### config.mk
export PLATFORM = sky130hd
export DESIGN_NAME = gn_fifo
export DESIGN_NICKNAME = d
export VERILOG_FILES = /design/src/rtl/golden_nonce_checker_fifo.sv
export SDC_FILE = /design/constraint.sdc
export NUM_CORES = 1
export LEC_CHECK = 0
export CAP_MARGIN = 30
export CORE_MARGIN = 2
export CORE_UTILIZATION = 68
export CTS_BUF_LIST = sky130_fd_sc_hd__clkbuf_4 sky130_fd_sc_hd__clkbuf_8
export CTS_CLUSTER_DIAMETER = 200
export DETAILED_ROUTE_END_ITERATION = 10
export DONT_BUFFER_PORTS = 1
export HOLD_SLACK_MARGIN = 0.06
export PLACE_DENSITY = 0.84
export SLEW_MARGIN = 20
export SYNTH_ARGS = -nofsm -noshare
export SYNTH_HDL_FRONTEND = slang
export SYNTH_SLANG_ARGS = --single-unit
### constraint.sdc
create_clock -name clk -period 6.25 [get_ports clk]
set_clock_uncertainty 0.15 [all_clocks]
set_input_delay 1.25 -clock clk [delete_from_list [all_inputs] [get_ports clk]]
set_output_delay 1.25 -clock clk [all_outputs]
set_load 0.05 [all_outputs]
### src/rtl/golden_nonce_checker_fifo.sv
// gn_fifo: synchronous power-of-two FIFO holding golden nonces; a push is accepted
// while full whenever a pop happens in the same cycle.
module gn_fifo #(
  parameter int WIDTH = 32,
  parameter int DEPTH = 4
) (
  input  logic             clk,
  input  logic             rst_n,
  input  logic             push,
  input  logic [WIDTH-1:0] push_data,
  input  logic             pop,
  output logic [WIDTH-1:0] head,
  output logic             full,
  output logic             empty
);

  localparam int AW = $clog2(DEPTH);

  logic [WIDTH-1:0] mem [DEPTH];
  logic [AW-1:0]    wr_ptr;
  logic [AW-1:0]    rd_ptr;
  logic [AW:0]      count;
  logic             do_push;
  logic             do_pop;

  assign do_pop  = pop && !empty;
  assign do_push = push && (!full || do_pop);
  assign full    = (count == (AW+1)'(DEPTH));
  assign empty   = (count == '0);
  assign head    = mem[rd_ptr];

  always_ff @(posedge clk or negedge rst_n) begin
    if (!rst_n) begin
      wr_ptr <= '0;
      rd_ptr <= '0;
      count  <= '0;
    end else begin
      if (do_push) wr_ptr <= wr_ptr + 1'b1;
      if (do_pop)  rd_ptr <= rd_ptr + 1'b1;
      count <= count + {{AW{1'b0}}, do_push} - {{AW{1'b0}}, do_pop};
    end
  end

  always_ff @(posedge clk) begin
    if (do_push) mem[wr_ptr] <= push_data;
  end

endmodule

# Yosys cells after proc, flatten, opt, wreduce, memory -nomap -nowiden
# Memory sizes are Yosys's and may differ from the RTL's.
# Cells that the tools add are included.
[op_classes]
n_addsub = 4
multipliers = 0
n_div = 0
n_lt_le_gt_ge = 0
n_eq_ne = 1
n_shift = 0
n_mux = 2
bitwise = 0
n_reduce_logical = 6
[op_table]
columns = ["operator", "n"]
rows = [
  ["2-bit by 1-bit adder with 2-bit output (second input constant)", 2],
  ["3-bit by 1-bit adder with 3-bit output", 1],
  ["3-bit equality test (second input constant)", 1],
  ["3-bit logical NOT", 1],
  ["3-bit by 1-bit subtractor with 3-bit output", 1],
  ["1-bit logical AND", 2],
  ["1-bit logical NOT", 2],
  ["1-bit two-way mux", 2],
  ["1-bit logical OR", 1],
]
[word_totals]
reg_bits = 7
latch_bits = 0
ramBits = 128
romBits = 0
input_bits = 36
out_inout_bits = 34
elab_cells = 17
mem_count = 1
[memory_table]
columns = ["name", "depth", "width", "rd", "rd_ports_with_merged_regs", "write_ports", "line_no", "text"]
rows = [
  ["mem", 4, 32, 1, 0, 1, "19", "logic [WIDTH-1:0] mem [DEPTH];"],
]

# Longest topological paths before layout
# Gate-level depths: netlist of run 1.
[depth]
word_depth = 7
ltp_mapped = 7
ltp_nobuf = 7

# Worst setup path after synthesis of run 1
# No wires, ideal clock.
[synth_path]
path_kind = "flip-flop to output port"
start = "register count[1]"
end = "output port empty"
arrival_ns = 1.530
required_ns = 4.850
slack_ns = 3.320
path_stages_with_launch = 2
n_path_buf = 0
cell_sequence = "dfrtp_1 nor3_1"
[synth_between]
elab_chain_cells = 1
[synth_rtl]
columns = ["item", "line_no", "text"]
rows = [
  ["start: declaration", "22", "logic [AW:0] count;"],
  ["start signal: assignment", "40", "count <= count + {{AW{1'b0}}, do_push} - {{AW{1'b0}}, do_pop};"],
  ["3-bit logical NOT", "29", "assign empty = (count == '0);"],
  ["end: declaration", "14", "output logic empty"],
]
# Every way passes these cells.

# Final worst setup path of run 1
[layout_path]
start = "register rd_ptr[1]"
end = "output port head[9]"
[layout_between]
elab_chain_cells = 1
[layout_rtl]
columns = ["item", "line_no", "text"]
rows = [
  ["start: declaration", "21", "logic [AW-1:0] rd_ptr;"],
  ["start signal: assignment", "39", "if (do_pop) rd_ptr <= rd_ptr + 1'b1;"],
  ["memory read 4 x 32 bit", "-", ""],
  ["end: declaration", "12", "output logic [WIDTH-1:0] head,"],
]
# Every way passes these cells.

==> flow_summary.rst, run 1 <==
.. list-table::
   :header-rows: 1

   * - Metric
     - Value
   * - Period minus WS final
     - 3.48 ns
   * - Cell with the largest stage delay on the worst path
     - sky130_fd_sc_hd__dfrtp_1
   * - Class of the worst hold path
     - input pin to async pin
   * - Internal reg-to-reg setup slack
     - 3.52 ns
   * - Headroom to the max-slew limit
     - 0.426
   * - Kind of end point of the critical path
     - output port
   * - Clock-pin slew on the worst setup and hold paths
     - 0.07 ns
   * - Final setup vio count
     - 0
   * - Post-Syn Area
     - 5060 um2
   * - Setup crit start
     - rd_ptr[1]
   * - Number of buffers created by CTS
     - 17
   * - Status
     - finished, final reports clean
   * - Global placer's final weighted congestion
     - 0.720
   * - Worst path bufs/invs
     - 1
   * - Initial antenna violation count
     - 0
   * - H-tree depth
     - 4
   * - Count of cell types in the netlist
     - 20
   * - Count of routing violations after the opening detailed-route iteration
     - 112
   * - Register area share after synthesis
     - 0.795
   * - Vias after detailed routing
     - 2,020
   * - Transition time at the pin with the least slew margin
     - 0.861 ns
   * - Initial standard-cell utilization of the core
     - 0.701
   * - Die width
     - 90.2 um
   * - Type of element launching the critical path
     - flop
   * - Worst Path Arrival
     - 2.08 ns
   * - TritonCTS clock tree
     - built
   * - Half-perimeter wire length after placement
     - 5130 um
   * - Sum of overflow across all layers after global routing
     - 0
   * - Cell Rows
     - 31
   * - Number of global-route vias before repair
     - 2,303
   * - Quantity of I/O buffers inserted on ports
     - 0
   * - Post-layout net count
     - 259
   * - Count of boundary I/O pins
     - 70
   * - YS warnings
     - 0
   * - Die Y-Extent
     - 90.2 um
   * - Remaining antenna violation count
     - 0
   * - CP required
     - 4.85 ns
   * - Reg2reg end
     - count[2]
   * - Average cell area after synthesis
     - 24.9 um2
   * - Maximum fanout count along the critical path
     - 20
   * - Wire length of the first global-routing pass
     - 12,300 um
   * - Overall fraction of global-route tracks in use
     - 0.211
   * - Post CTS Setup Buffer Count
     - 0
   * - Core area
     - 7210 um2
   * - Path type of the worst setup path
     - flop to output port
   * - Total negative slack for setup checks
     - 0 ns
   * - Top library cells by usage in the layout, fill and taps aside
     - sky130_fd_sc_hd__edfxtp_1 (128), sky130_fd_sc_hd__mux4_2 (32), sky130_fd_sc_hd__clkbuf_8 (17)
   * - Share of the clock period used by the worst path after layout
     - 0.556
   * - Final count of hold timing violations
     - 0
   * - Setup WS post-layout
     - 2.77 ns
   * - Setup repair after global routing missed its margin
     - false
   * - Post-route DRC violation count
     - 0
   * - Delay-heaviest family, CP
     - flip-flops
   * - Num Clock Sinks
     - 135
   * - Detail-routed via count per cell
     - 6.16
   * - Fill cells
     - 396
   * - Count of pins over their slew limit
     - 0
   * - Worst setup slack before clock tree synthesis
     - 3.17 ns
   * - Layout overhead on the synthesized area
     - 9.40%
   * - Worst-skew pair later-pin latency
     - 0.41 ns
   * - Overall die area
     - 8140 um2
   * - Number of buffers between clock root and the deepest sink
     - 2
   * - Number of gates given a new drive strength after cts
     - 0
   * - Share of layout cells above drive strength 1
     - 0.314
   * - First-pass iteration count of the detailed router
     - 4
   * - Maximum number of pins on one net before global-route repair
     - 33
   * - Routed WL per cell
     - 24.2 um
   * - Number of diodes
     - 0
   * - Cell-by-cell trace of the critical path
     - buf_4, mux4_2
   * - Highest attainable clock frequency
     - 288 MHz
   * - Number of cells traversed by the worst register-to-register path
     - 7
   * - Max-cap check violation count
     - 0
   * - Synthesized net count
     - 245
   * - Library cell used as clock root buffer
     - sky130_fd_sc_hd__clkbuf_8
   * - Most common library cell in the layout ignoring fill and taps
     - sky130_fd_sc_hd__edfxtp_1
   * - Hold buffer count at CTS
     - 0
   * - Origin of the critical flop-to-flop path
     - count[1]
   * - Final wirelength
     - 7940 um
   * - Count of mapped cells out of synthesis
     - 203
   * - Crit-path max cell delay
     - 0.73 ns
   * - Flip-flop and latch count after synthesis
     - 135
## worst register-to-register path, delay by kind of cell (launching register included)
family | cells | cell delay [ns]
xor+xnor | 2 | 0.36
fa+ha+maj | 2 | 0.59
simple gates | 1 | 0.59
compound gates | 2 | 0.49
flops | 1 | 0.46
## synth_stat cells (all sizes together)
cell type  instances  area [um2]
dfrtp              7         175
xnor2              4        35.0
o31ai              1        12.5
or2                1        6.26
edfxtp           128        3840
nor3b              1        18.8
buf                7        60.1
and2               4        25.0
xor2               1        8.76
nor2               1        3.75
mux2               1        15.0
fa                 1        20.0
a21bo              1        10.0
ha                 5        62.6
mux4              32         721
clkbuf             1        3.75
inv                5        18.8
a21boi             1        11.3
nor3               1        5.00
## per-stage QoR
stage | hold slack, ns | instances | instance area [um2] | utilization
floorplan | 0.385 | 203 | 5060 | -
global placement | 0.398 | 296 | 5140 | 0.712
detailed placement | 0.442 | 297 | 5160 | 0.715
CTS | 0.347 | 328 | 5530 | 0.767
global route | 0.339 | 328 | 5530 | 0.767
finish | 0.371 | 328 | 5530 | 0.767
## flip-flops by register name, indices dropped and copies added (netlist names)
register	flops
rd_ptr	2
mem	128
wr_ptr	2
count	3
## cell type report
class                           count  area, um2  share of cell area
Sequential cell                   135       4020               0.727
Multi-Input combinational cell     55        960               0.173
Clock buffer                       18        241              0.0437
Clock inverter                     13        133              0.0240
Tap cell                           99        124              0.0224
Timing Repair Buffer                3       35.0             0.00633
Inverter                            5       18.8             0.00339
## worst max-delay path by stage
stage | depth (start not counted) | slack (ns) | to
detailed placement | 2 | 3.17 | head[7]
global route | 2 | 2.66 | head[7]
global placement | 1 | 2.93 | head[13]
CTS | 2 | 2.71 | head[9]
finish | 2 | 2.77 | head[9]
floorplan | 1 | 3.32 | empty
## kinds of logic (layout without fill, tap and decap cells)
kind of cell | count (synthesis) | after routing | synth area share
simple gates | 8 | 8 | 0.0116
xor+xnor | 5 | 5 | 0.00866
mux | 33 | 33 | 0.146
compound gates | 3 | 3 | 0.00668
fa+ha+maj | 6 | 6 | 0.0163
buf+inv | 13 | 39 | 0.0163
flops | 135 | 135 | 0.795
## routing by layer
metal / vias to the layer above / routed length (um) / part of all wire / track usage
li1: 871 / - / - / -
met3: 9 / 583 / 0.073 / 0.0939
met1: 1065 / 2930 / 0.37 / 0.230
met5: - / 0 / 0 / 0
met4: 0 / 117 / 0.015 / 0.0872
met2: 75 / 4310 / 0.54 / 0.362
Power of run 1 is left out: the tool's default activity adds up to more than one toggle a clock period on the data nets, which glitch-free logic cannot reach.
==> run 2: changes to the inputs <==
CORE_UTILIZATION = 59   (was 68)
PLACE_DENSITY = 0.78   (was 0.84)
clock period = 2.9 ns   (was 6.25 ns; I/O delays follow)
==> flow_summary.rst, run 2 (same netlist as run 1, synthesis figures left out) <==
.. list-table::
   :header-rows: 1

   * - Metric
     - Value
   * - Total negative slack for setup checks
     - 0 ns (unchanged)
   * - Worst-skew pair later-pin latency
     - 0.42 ns (about the same)
   * - Period minus WS final
     - 2.68 ns
   * - Layout overhead on the synthesized area
     - 10.8%
   * - Post CTS Setup Buffer Count
     - 0 (unchanged)
   * - Share of layout cells above drive strength 1
     - 0.335 (+0.0204)
   * - Headroom to the max-slew limit
     - 0.425 (-0.00142)
   * - Share of the clock period used by the worst path after layout
     - 0.925
   * - Setup crit start
     - rd_ptr[0]
   * - Sum of overflow across all layers after global routing
     - 0 (unchanged)
   * - Count of routing violations after the opening detailed-route iteration
     - 113 (+0.89%)
   * - Overall die area
     - 9330 um2 (+15%)
   * - Max-cap check violation count
     - 0 (unchanged)
   * - Kind of end point of the critical path
     - output port
   * - Cell-by-cell trace of the critical path
     - buf_12, mux4_2
   * - CP required
     - 2.17 ns (-2.68 ns)
   * - Top library cells by usage in the layout, fill and taps aside
     - sky130_fd_sc_hd__edfxtp_1 (128), sky130_fd_sc_hd__mux4_2 (32), sky130_fd_sc_hd__clkbuf_8 (17)
   * - Worst Path Arrival
     - 1.95 ns (-0.13 ns)
   * - Maximum number of pins on one net before global-route repair
     - 33 (unchanged)
   * - Clock-pin slew on the worst setup and hold paths
     - 0.08 ns (about the same)
   * - Timing endpoint of the critical path
     - head[23]
   * - Routed WL per cell
     - 23.3 um (-3.5%)
   * - Origin of the critical flop-to-flop path
     - count[1]
   * - Count of pins over their slew limit
     - 0 (unchanged)
   * - Initial antenna violation count
     - 0 (unchanged)
   * - Overall fraction of global-route tracks in use
     - 0.190 (-0.0212)
   * - TritonCTS clock tree
     - built
   * - Number of global-route vias before repair
     - 2,263 (-1.7%)
   * - Die width
     - 96.6 um (+7.0%)
   * - Remaining antenna violation count
     - 0 (unchanged)
   * - Largest registers
     - mem (128), count (3)
   * - Core area
     - 8260 um2 (+14%)
   * - Crit-path max cell delay
     - 0.69 ns (-0.04 ns)
   * - Area occupied by multi-input gates
     - 960 um2 (unchanged)
   * - Type of element launching the critical path
     - flop
   * - Wire length of the first global-routing pass
     - 12,000 um (-2.0%)
   * - Global placer's final weighted congestion
     - 0.745 (+3.5%)
   * - Internal reg-to-reg setup slack
     - 0.48 ns (-3.04 ns)
   * - Reg2reg end
     - count[2]
   * - Number of buffers created by CTS
     - 17 (unchanged)
   * - Final setup vio count
     - 0 (unchanged)
   * - Quantity of I/O buffers inserted on ports
     - 0 (unchanged)
   * - Transition time at the pin with the least slew margin
     - 0.863 ns (+0.00213 ns)
   * - Path type of the worst setup path
     - flop to output port
   * - Number of buffers between clock root and the deepest sink
     - 2 (unchanged)
   * - Delay-heaviest family, CP
     - multiplexers
   * - Detail-routed via count per cell
     - 5.99 (-2.8%)
   * - Cell Rows
     - 33 (+6.5%)
   * - Fill cells
     - 515 (+30%)
   * - Die Y-Extent
     - 96.6 um (+7.0%)
   * - Maximum fanout count along the critical path
     - 15 (-25%)
   * - Class of the worst hold path
     - input pin to flop
   * - Num Clock Sinks
     - 135 (unchanged)
   * - Final wirelength
     - 7890 um (-0.59%)
   * - Cell with the largest stage delay on the worst path
     - sky130_fd_sc_hd__mux4_2
   * - Largest register by flop count
     - mem
   * - Highest attainable clock frequency
     - 373 MHz
   * - Library cell used as clock root buffer
     - sky130_fd_sc_hd__clkbuf_8
   * - Vias after detailed routing
     - 2,023 (+0.15%)
   * - Reg area
     - 4020 um2 (about the same)
   * - First-pass iteration count of the detailed router
     - 4 (unchanged)
   * - Post-layout net count
     - 262 (+1.2%)
   * - Status
     - finished, final reports clean
   * - Most common library cell in the layout ignoring fill and taps
     - sky130_fd_sc_hd__edfxtp_1
   * - Final count of hold timing violations
     - 0 (unchanged)
   * - H-tree depth
     - 4 (unchanged)
   * - Number of diodes
     - 0 (unchanged)
   * - Instance count on the critical path
     - 2 (unchanged)
   * - Setup repair after global routing missed its margin
     - false
   * - Post-route DRC violation count
     - 0 (unchanged)
   * - Worst path bufs/invs
     - 1 (unchanged)
   * - Largest register FFs
     - 128 (unchanged)
   * - Number of cells traversed by the worst register-to-register path
     - 7 (unchanged)
   * - Count of boundary I/O pins
     - 70 (unchanged)
   * - Half-perimeter wire length after placement
     - 4930 um (-4.0%)
   * - Initial standard-cell utilization of the core
     - 0.612 (-0.0886)
## run 2: repair_timing
action	4_1_cts	5_1_grt
gates resized for setup	0	0
hold buffers	1	0
hold endpoints to repair	7	0
## run 2: metrics by stage
stage	std cells	cell area [um2]	setup WS, ns	hold slack (ns)	utilization
after global placement	305	5210	0.634	0.135	0.630
after CTS	338	5600	0.153	0.0717	0.678
after floorplan	203	5060	0.439	0.134	-
after detailed placement	305	5210	0.482	0.135	0.630
final	338	5600	0.216	0.0958	0.678
after global routing	338	5600	0.0841	0.0608	0.678
## run 2: layout make-up
cell class,instances,share of cell area
Sequential cell,135,0.718
Tap cell,105,0.0234
Inverter,5,0.00335
Multi-Input combinational cell,55,0.171
Clock buffer,17,0.0418
Clock inverter,15,0.0272
Timing Repair Buffer,6,0.0152
## run 2: worst register-to-register path, cell delays in order (launching register included)
cell and delay (ns):
sky130_fd_sc_hd__dfrtp_1 0.45, sky130_fd_sc_hd__o31ai_2 0.42, sky130_fd_sc_hd__or2_1 0.20, sky130_fd_sc_hd__a21bo_1 0.22
sky130_fd_sc_hd__ha_1 0.20, sky130_fd_sc_hd__fa_1 0.38, sky130_fd_sc_hd__xnor2_1 0.19, sky130_fd_sc_hd__xnor2_1 0.14
## run 2: worst min path at each step
stage	from	end	slack (ns)	cells past startpoint
6_report	push_data[3]	mem[0][3]	0.1	0
5_1_grt	push_data[26]	mem[0][26]	0.06	0
4_1_cts	push_data[8]	mem[3][8]	0.07	0
3_5_place_dp	rst_n	count[1]	0.13	0
3_3_place_gp	rst_n	count[0]	0.13	0
2_1_floorplan	rst_n	count[0]	0.13	0
## run 2: metal layers
layer	wire [um]	up-vias	GRT usage
met5	0	-	0
met4	83	0	0.0669
met3	617	8	0.0830
met2	4170	65	0.312
met1	3020	1072	0.226
li1	-	878	-
Power of run 2 is left out for the same reason.
==> run 3: changes to the inputs <==
CTS_CLUSTER_DIAMETER = unset   (was 200)
RECOVER_POWER = 100   (was unset)
==> flow_summary.rst, run 3 (same netlist as run 1, synthesis figures left out) <==
.. list-table::
   :header-rows: 1

   * - Metric
     - Value
   * - Worst Path Arrival
     - 1.96 ns (about the same)
   * - Non-filler cells in the finished layout
     - 338 (unchanged)
   * - Clock-pin slew on the worst setup and hold paths
     - 0.08 ns (about the same)
   * - Status
     - finished, final reports clean
   * - Vias after detailed routing
     - 2,034 (+0.54%)
   * - Maximum number of pins on one net before global-route repair
     - 33 (unchanged)
   * - Largest register by flop count
     - mem
   * - Layout overhead on the synthesized area
     - 10.1%
   * - Final setup vio count
     - 0 (unchanged)
   * - Core area
     - 8260 um2 (unchanged)
   * - Routed WL per cell
     - 23.5 um (+0.44%)
   * - Initial antenna violation count
     - 0 (unchanged)
   * - Path type of the worst setup path
     - flop to output port
   * - Number of diodes
     - 0 (unchanged)
   * - Final wirelength
     - 7930 um (+0.44%)
   * - Cell with the largest stage delay on the worst path
     - sky130_fd_sc_hd__mux4_2
   * - Post CTS Setup Buffer Count
     - 0 (unchanged)
   * - Cell Rows
     - 33 (unchanged)
   * - Hold buffer count at CTS
     - 1 (unchanged)
   * - Type of element launching the critical path
     - flop
   * - Initial standard-cell utilization of the core
     - 0.612 (unchanged)
   * - Number of placed instances with taps included
     - 305 (unchanged)
   * - Worst-skew pair later-pin latency
     - 0.42 ns (about the same)
   * - Worst path bufs/invs
     - 1 (unchanged)
   * - Wire length of the first global-routing pass
     - 12,000 um (unchanged)
   * - Highest attainable clock frequency
     - 371 MHz (-0.37%)
   * - Hold slack
     - 0.0977 ns (+0.00191 ns)
   * - Headroom to the max-slew limit
     - 0.418 (-0.00622)
   * - Largest register FFs
     - 128 (unchanged)
   * - Delay-heaviest family, CP
     - multiplexers
   * - Top library cells by usage in the layout, fill and taps aside
     - sky130_fd_sc_hd__edfxtp_1 (128), sky130_fd_sc_hd__mux4_2 (32), sky130_fd_sc_hd__clkbuf_8 (17)
   * - Largest registers
     - mem (128), count (3)
   * - Crit-path max cell delay
     - 0.69 ns (about the same)
   * - Share of the clock period used by the worst path after layout
     - 0.929 (+0.00343)
   * - Die width
     - 96.6 um (unchanged)
   * - Max-cap check violation count
     - 0 (unchanged)
   * - Post-route DRC violation count
     - 0 (unchanged)
   * - Num Clock Sinks
     - 135 (unchanged)
   * - Overall die area
     - 9330 um2 (unchanged)
   * - CP required
     - 2.17 ns (about the same)
   * - Layout Utilization
     - 0.674 (-0.00439)
   * - Total negative slack for setup checks
     - 0 ns (unchanged)
   * - Period minus WS final
     - 2.69 ns (+0.00996 ns)
   * - TritonCTS clock tree
     - built
   * - H-tree depth
     - 4 (unchanged)
   * - Remaining antenna violation count
     - 0 (unchanged)
   * - Cell-by-cell trace of the critical path
     - buf_6, mux4_2
   * - Class of the worst hold path
     - input pin to flop
   * - Overall fraction of global-route tracks in use
     - 0.190 (unchanged)
   * - Share of layout cells above drive strength 1
     - 0.313 (-0.0215)
   * - Most common library cell in the layout ignoring fill and taps
     - sky130_fd_sc_hd__edfxtp_1
   * - Transition time at the pin with the least slew margin
     - 0.872 ns (+0.00934 ns)
   * - Detail-routed via count per cell
     - 6.02 (+0.54%)
   * - Post-layout net count
     - 262 (unchanged)
   * - Final count of hold timing violations
     - 0 (unchanged)
   * - Kind of end point of the critical path
     - output port
   * - Number of global-route vias before repair
     - 2,263 (unchanged)
   * - Count of boundary I/O pins
     - 70 (unchanged)
   * - Count of pins over their slew limit
     - 0 (unchanged)
   * - Die Y-Extent
     - 96.6 um (unchanged)
   * - Number of gates given a new drive strength after cts
     - 0 (unchanged)
   * - Setup repair after global routing missed its margin
     - false
   * - Number of buffers created by CTS
     - 17 (unchanged)
   * - First-pass iteration count of the detailed router
     - 4 (unchanged)
   * - Number of buffers between clock root and the deepest sink
     - 2 (unchanged)
   * - Library cell used as clock root buffer
     - sky130_fd_sc_hd__clkbuf_8
   * - Global placer's final weighted congestion
     - 0.745 (unchanged)
   * - Maximum fanout count along the critical path
     - 11 (-4)
   * - Count of routing violations after the opening detailed-route iteration
     - 110 (-2.7%)
   * - Sum of overflow across all layers after global routing
     - 0 (unchanged)
   * - Half-perimeter wire length after placement
     - 4930 um (unchanged)
   * - Quantity of I/O buffers inserted on ports
     - 0 (unchanged)
[run 3: worst paths after layout]
check | from | end | slack, ns | depth (start not counted)
max | rd_ptr[0] | head[28] | 0.21 | 2
min | push_data[3] | mem[0][3] | 0.1 | 0
max reg2reg | count[1] | count[2] | 0.36 | 7
min reg2reg | wr_ptr[1] | wr_ptr[1] | 0.44 | 1
max in group asynchronous | rst_n | rd_ptr[1] | 2.01 | 1
min in group asynchronous | rst_n | count[0] | 0.33 | 1
[run 3: worst register-to-register path: cells and delay by family (launching register included)]
| kind | cells | cell delay (ns) |
|---|---|---|
| compound gates | 2 | 0.75 |
| xor+xnor | 2 | 0.33 |
| fa+ha+maj | 2 | 0.58 |
| flops | 1 | 0.42 |
| simple gates | 1 | 0.24 |
[run 3: layer usage]
layer  wire length (um)  part of all wire  global-route usage  vias to the layer above
met5                  0                 0                   0                        -
met4                 82             0.010              0.0669                        0
met3                611             0.077              0.0830                        9
met2               4240              0.54               0.312                       70
met1               2990              0.38               0.226                     1076
li1                   -                 -                   -                      879
[run 3: stage by stage]
stage	instance area, um2	setup WS, ns
final	5570	0.206
after floorplan	5060	0.439
after detailed placement	5210	0.482
after global placement	5210	0.634
after global routing	5570	0.0498
after CTS	5600	0.153
[run 3: final cells by class]
cell class,instances,area (um2)
Fill cell,519,2690
Clock buffer,17,234
Clock inverter,15,153
Multi-Input combinational cell,55,940
Timing Repair Buffer,6,68.8
Sequential cell,135,4020
Tap cell,105,131
Inverter,5,18.8
Power of run 3 is left out for the same reason.
==> edit 1, RTL diff (config.mk and constraints of run 3) <==
Change the parameter `WIDTH` from 32 to 48.
--- a/src/rtl/golden_nonce_checker_fifo.sv
+++ b/src/rtl/golden_nonce_checker_fifo.sv
@@ -1,7 +1,7 @@
 // gn_fifo: synchronous power-of-two FIFO holding golden nonces; a push is accepted
 // while full whenever a pop happens in the same cycle.
 module gn_fifo #(
-  parameter int WIDTH = 32,
+  parameter int WIDTH = 48,
   parameter int DEPTH = 4
 ) (
   input  logic             clk,
Interface: changed (resized head and push_data); port bits go from 70 to 102. No check against the original RTL was run, so the function may have changed too.
==> edit 1 against run 3 <==
- core utilization increased by 2.5 points
- setup slack got worse by 0.042 ns
- first-iteration DRC count increased by 100%
- global-route usage decreased by 0.31 points
- sequential cell count increased by 64
- synthesized area increased by 46%
- design area increased by 52%
- wire length increased by 48%
==> edit 1: results (changes against run 3) <==
- Dpl cell area: 7640 um^2 (+47%)
- Non-filler cells in the finished layout: 537 (+59%)
- DR WL met3: 780 um (+28%)
- Met1 WL: 4830 um (+62%)
- Synth top area cells: edfxtp_1 78%, mux4_2 15%, dfrtp_1 2.4%
- Filler cells: 742 (+43%)
- Fraction of area in multi-input gates: 15.4% (-1.5 points)
- HPWL after DPL: 6900 um (+40%)
- Sequential cell area share: 70.2% (-2.0 points)
- Post-Syn Instances: 286 (+41%)
- Initial DRC count: 223 (+100%)
- CLK BUF: 18 (+1)
- Status: completed
- Non-clk buf share: 7.26% (+6.0 points)
- GR Layer Usage met1: 23.5% (+0.97 points)
- Post-Synth Adder-Cell Area: 1.12% (-0.51 points)
- Synth unique cells: 21 (+5.0%)
- All-Layer GR Usage: 18.7% (-0.31 points)
- Met2 Use GR: 30.2% (-1.0 points)
- Post-synthesis register bit count: 199 (+47%)
- FFs w/ async S/R, synth: 3.52% (-1.7 points)
- GPL Wtd Cong: 0.692 (-7.0%)
- Share of layout cells above drive strength 1: 26.0% (-5.3 points)
- Mapped Nets: 344 (+40%)
- Hold_buf cts: 49 (+48)
- XOR/XNOR Fraction of Synth Area: 0.595% (-0.27 points)
- Clk Latency, worst-skew pair: 0.45 ns (+0.03 ns)
==> edit 1: changes by cell type after synthesis <==
cell | before | now
edfxtp_1 | 128 | 192
mux4_2 | 32 | 48
buf_4 | 0 | 1
buf_1 | 0 | 2
buf_6 | 4 | 5
clkbuf_1 | 1 | 0
==> edit 1: worst paths after layout <==
path,startpoint,depth (start not counted),endpoint,slack [ns]
worst max-delay path,rd_ptr[0],2,head[15],0.16
worst min-delay path,pop,2,rd_ptr[0],0.22
worst max register to register,count[2],4,mem[2][28],0.26
worst min register to register,wr_ptr[1],1,wr_ptr[1],0.44
max in group asynchronous,rst_n,1,rd_ptr[0],2.02
min in group asynchronous,rst_n,1,rd_ptr[1],0.30
==> edit 1: cell families after synthesis <==
family | count (synthesis)
AOI/OAI and AO/OA | 3
xor gates and xnor gates | 5
adders and majority gates | 6
buffers and inverters | 16
DFF | 199
muxes | 49
and+or+nand+nor | 8
==> edit 2, RTL diff (flow settings as in run 3) <==
Made on the original files. Reset style: synchronous (`rst_n`), changed in one clocked block.
--- a/src/rtl/golden_nonce_checker_fifo.sv
+++ b/src/rtl/golden_nonce_checker_fifo.sv
@@ -29,7 +29,7 @@
   assign empty   = (count == '0);
   assign head    = mem[rd_ptr];
 
-  always_ff @(posedge clk or negedge rst_n) begin
+  always_ff @(posedge clk) begin
     if (!rst_n) begin
       wr_ptr <= '0;
       rd_ptr <= '0;
Function: differs if rst_n is asserted again (counterexample within 4 cycles, from zero or initial values and one cycle with rst_n low); with rst_n held inactive, the same outputs for 10 cycles.
==> edit 2 against run 3 <==
- wire length rose by 0.52%
- sequential share of layout area decreased by 2.4 points
- critical endpoint is now head[9]
- setup slack worse by 0.0060 ns
- synthesized area grew 1.5%
- design area increased by 3.5%
- sequential cell count rose by 2
- first-iteration DRC count rose by 15%
- global-route usage fell by 0.53 points
- maximum frequency fell by 0.22%
- critical path depth unchanged
- worst hold slack worse by 0.0050 ns
- highest routed layer unchanged
==> edit 2: results (changes against run 3) <==
- Final nets: 282 (+7.6%)
- Vias in the first global route: 2177 (-3.8%)
- WL/cell: 22.1 um (-5.9%)
- Synth unique cells: 21 (+5.0%)
- HPWL after DPL: 5020 um (+1.9%)
- Post-synth top cells: 128 x edfxtp_1, 32 x mux4_2, 10 x and2_1
- CTS clk-pin slew, worst paths: 0.08 ns (about the same)
- FFs w/ async S/R, synth: 0% (-5.2 points)
- Worst hold stages: 0 (unchanged)
- GPL Wtd Cong: 0.676 (-9.2%)
- Filler cells: 543 (+4.6%)
- CTS Root Cell: clkbuf_8
- First-pass GRT wire length: 12400 um (+2.9%)
- Rel. slew slack: 37.3% (-4.6 points)
- Largest net degree at the start of global routing: 18 (-45%)
- N_diodes: 0 (unchanged)
- All-Layer GR Usage: 18.5% (-0.53 points)
- Status: completed
- DR WL met3: 453 um (-26%)
- Largest registers: mem x128, count x3
- Share of layout cells above drive strength 1: 31.2% (-0.11 points)
- Reg2Reg Depth: 4 (-3)
- Met1 WL: 3070 um (+2.6%)
- Critical path data arrival time: roughly 2 ns
- Port Buf Inserts: 0 (unchanged)
- Max clock buf depth: 2 (unchanged)
- Pre-antenna DRT Iters: 5 (+1)
- CTS H-Tree Depth: 4 (unchanged)
- CTS buffer count: 17 (unchanged)
- Hold Crit Class: primary input to flip-flop
- DR vias/cell: 5.83 (-3.1%)
- Post-synthesis sequential area ratio: 78.4% (-1.1 points)
- Synth top area cells: edfxtp_1 75%, mux4_2 14%, dfxtp_1 3.5%
- Routed wl met2: 4350 um (+2.6%)
- Initial DRC count: 126 (+15%)
- Max VDD drop: around 0.56 mV
- Dpl cell area: 5340 um^2 (+2.6%)
- Mapped Nets: 256 (+4.5%)
## edit 2: cell types whose count changed in the layout (fill, tap and decap cells not counted), sizes merged, moves of 4 or more
cell,before,now
and2,4,10
dfrtp,7,0
clkinv,7,3
dfxtp,0,9
buf,3,8
nand2,0,4
## edit 2: cells by family (layout without fill, tap and decap cells)
logic type / Yosys count / in the layout / share of synthesized area [%]
muxes: 34 / 34 / 14.4
buffers and inverters: 12 / 51 / 2.05
xor gates and xnor gates: 4 / 4 / 0.683
AOI/OAI and AO/OA: 4 / 4 / 0.829
adders and majority gates: 6 / 6 / 1.61
and+or+nand+nor: 17 / 17 / 1.97
DFF: 137 / 137 / 78.4
## edit 2: power by group
group,switching [W],internal (W)
logic,0.00116,0.000531
registers,0.000126,0.00237
clock network,0.000745,0.000793
total,0.00203,0.00369
## edit 2: through the flow
step                worst slack, ns  utilization [%]  total power, W  std cells
floorplan                     0.121                -         0.00407        214
global placement              0.616             62.2         0.00425        325
detailed placement            0.529             62.2         0.00428        325
CTS                           0.129             66.9         0.00581        357
global route                 0.0684             67.1         0.00594        361
finish                        0.200             67.1         0.00572        361
## edit 2: layout make-up
class	instances	area, um^2	share of cell area (%)
timing repair buffer	15	188	3.26
tap	108	135	2.35
clock buffer	18	241	4.19
clock inverter	14	163	2.82
inverter	4	15.0	0.261
multi-input combinational	65	993	17.2
sequential	137	4030	69.9
## edit 2: layer usage
layer  global-route usage (%)  up-vias
li1                         -      937
met1                     22.0     1093
met2                     30.9       67
met3                     7.12        9
met4                     6.73        0
met5                        0        -
## edit 2: worst max-delay path: stages (launching register included)
cell and delay (ns):
dfxtp_2 0.60, buf_4 0.26, mux4_2 0.68
## edit 2: worst paths after layout
path | start | end | slack [ns]
setup / recovery | flip-flop | head[9] | 0.20
hold / removal | push_data[1] | mem[3][1] | 0.09
setup reg to reg | count[2] | mem[0][26] | 0.35
hold reg to reg | wr_ptr[0] | wr_ptr[0] | 0.35
## edit 2: what timing repair did
item / 4_1_cts / 5_1_grt
hold buffers: 0 / 4
endpoints found under the hold margin: 0 / 13
setup buffers: 0 / 0
setup endpoints to repair: 0 / 0
resized for setup: 0 / 0
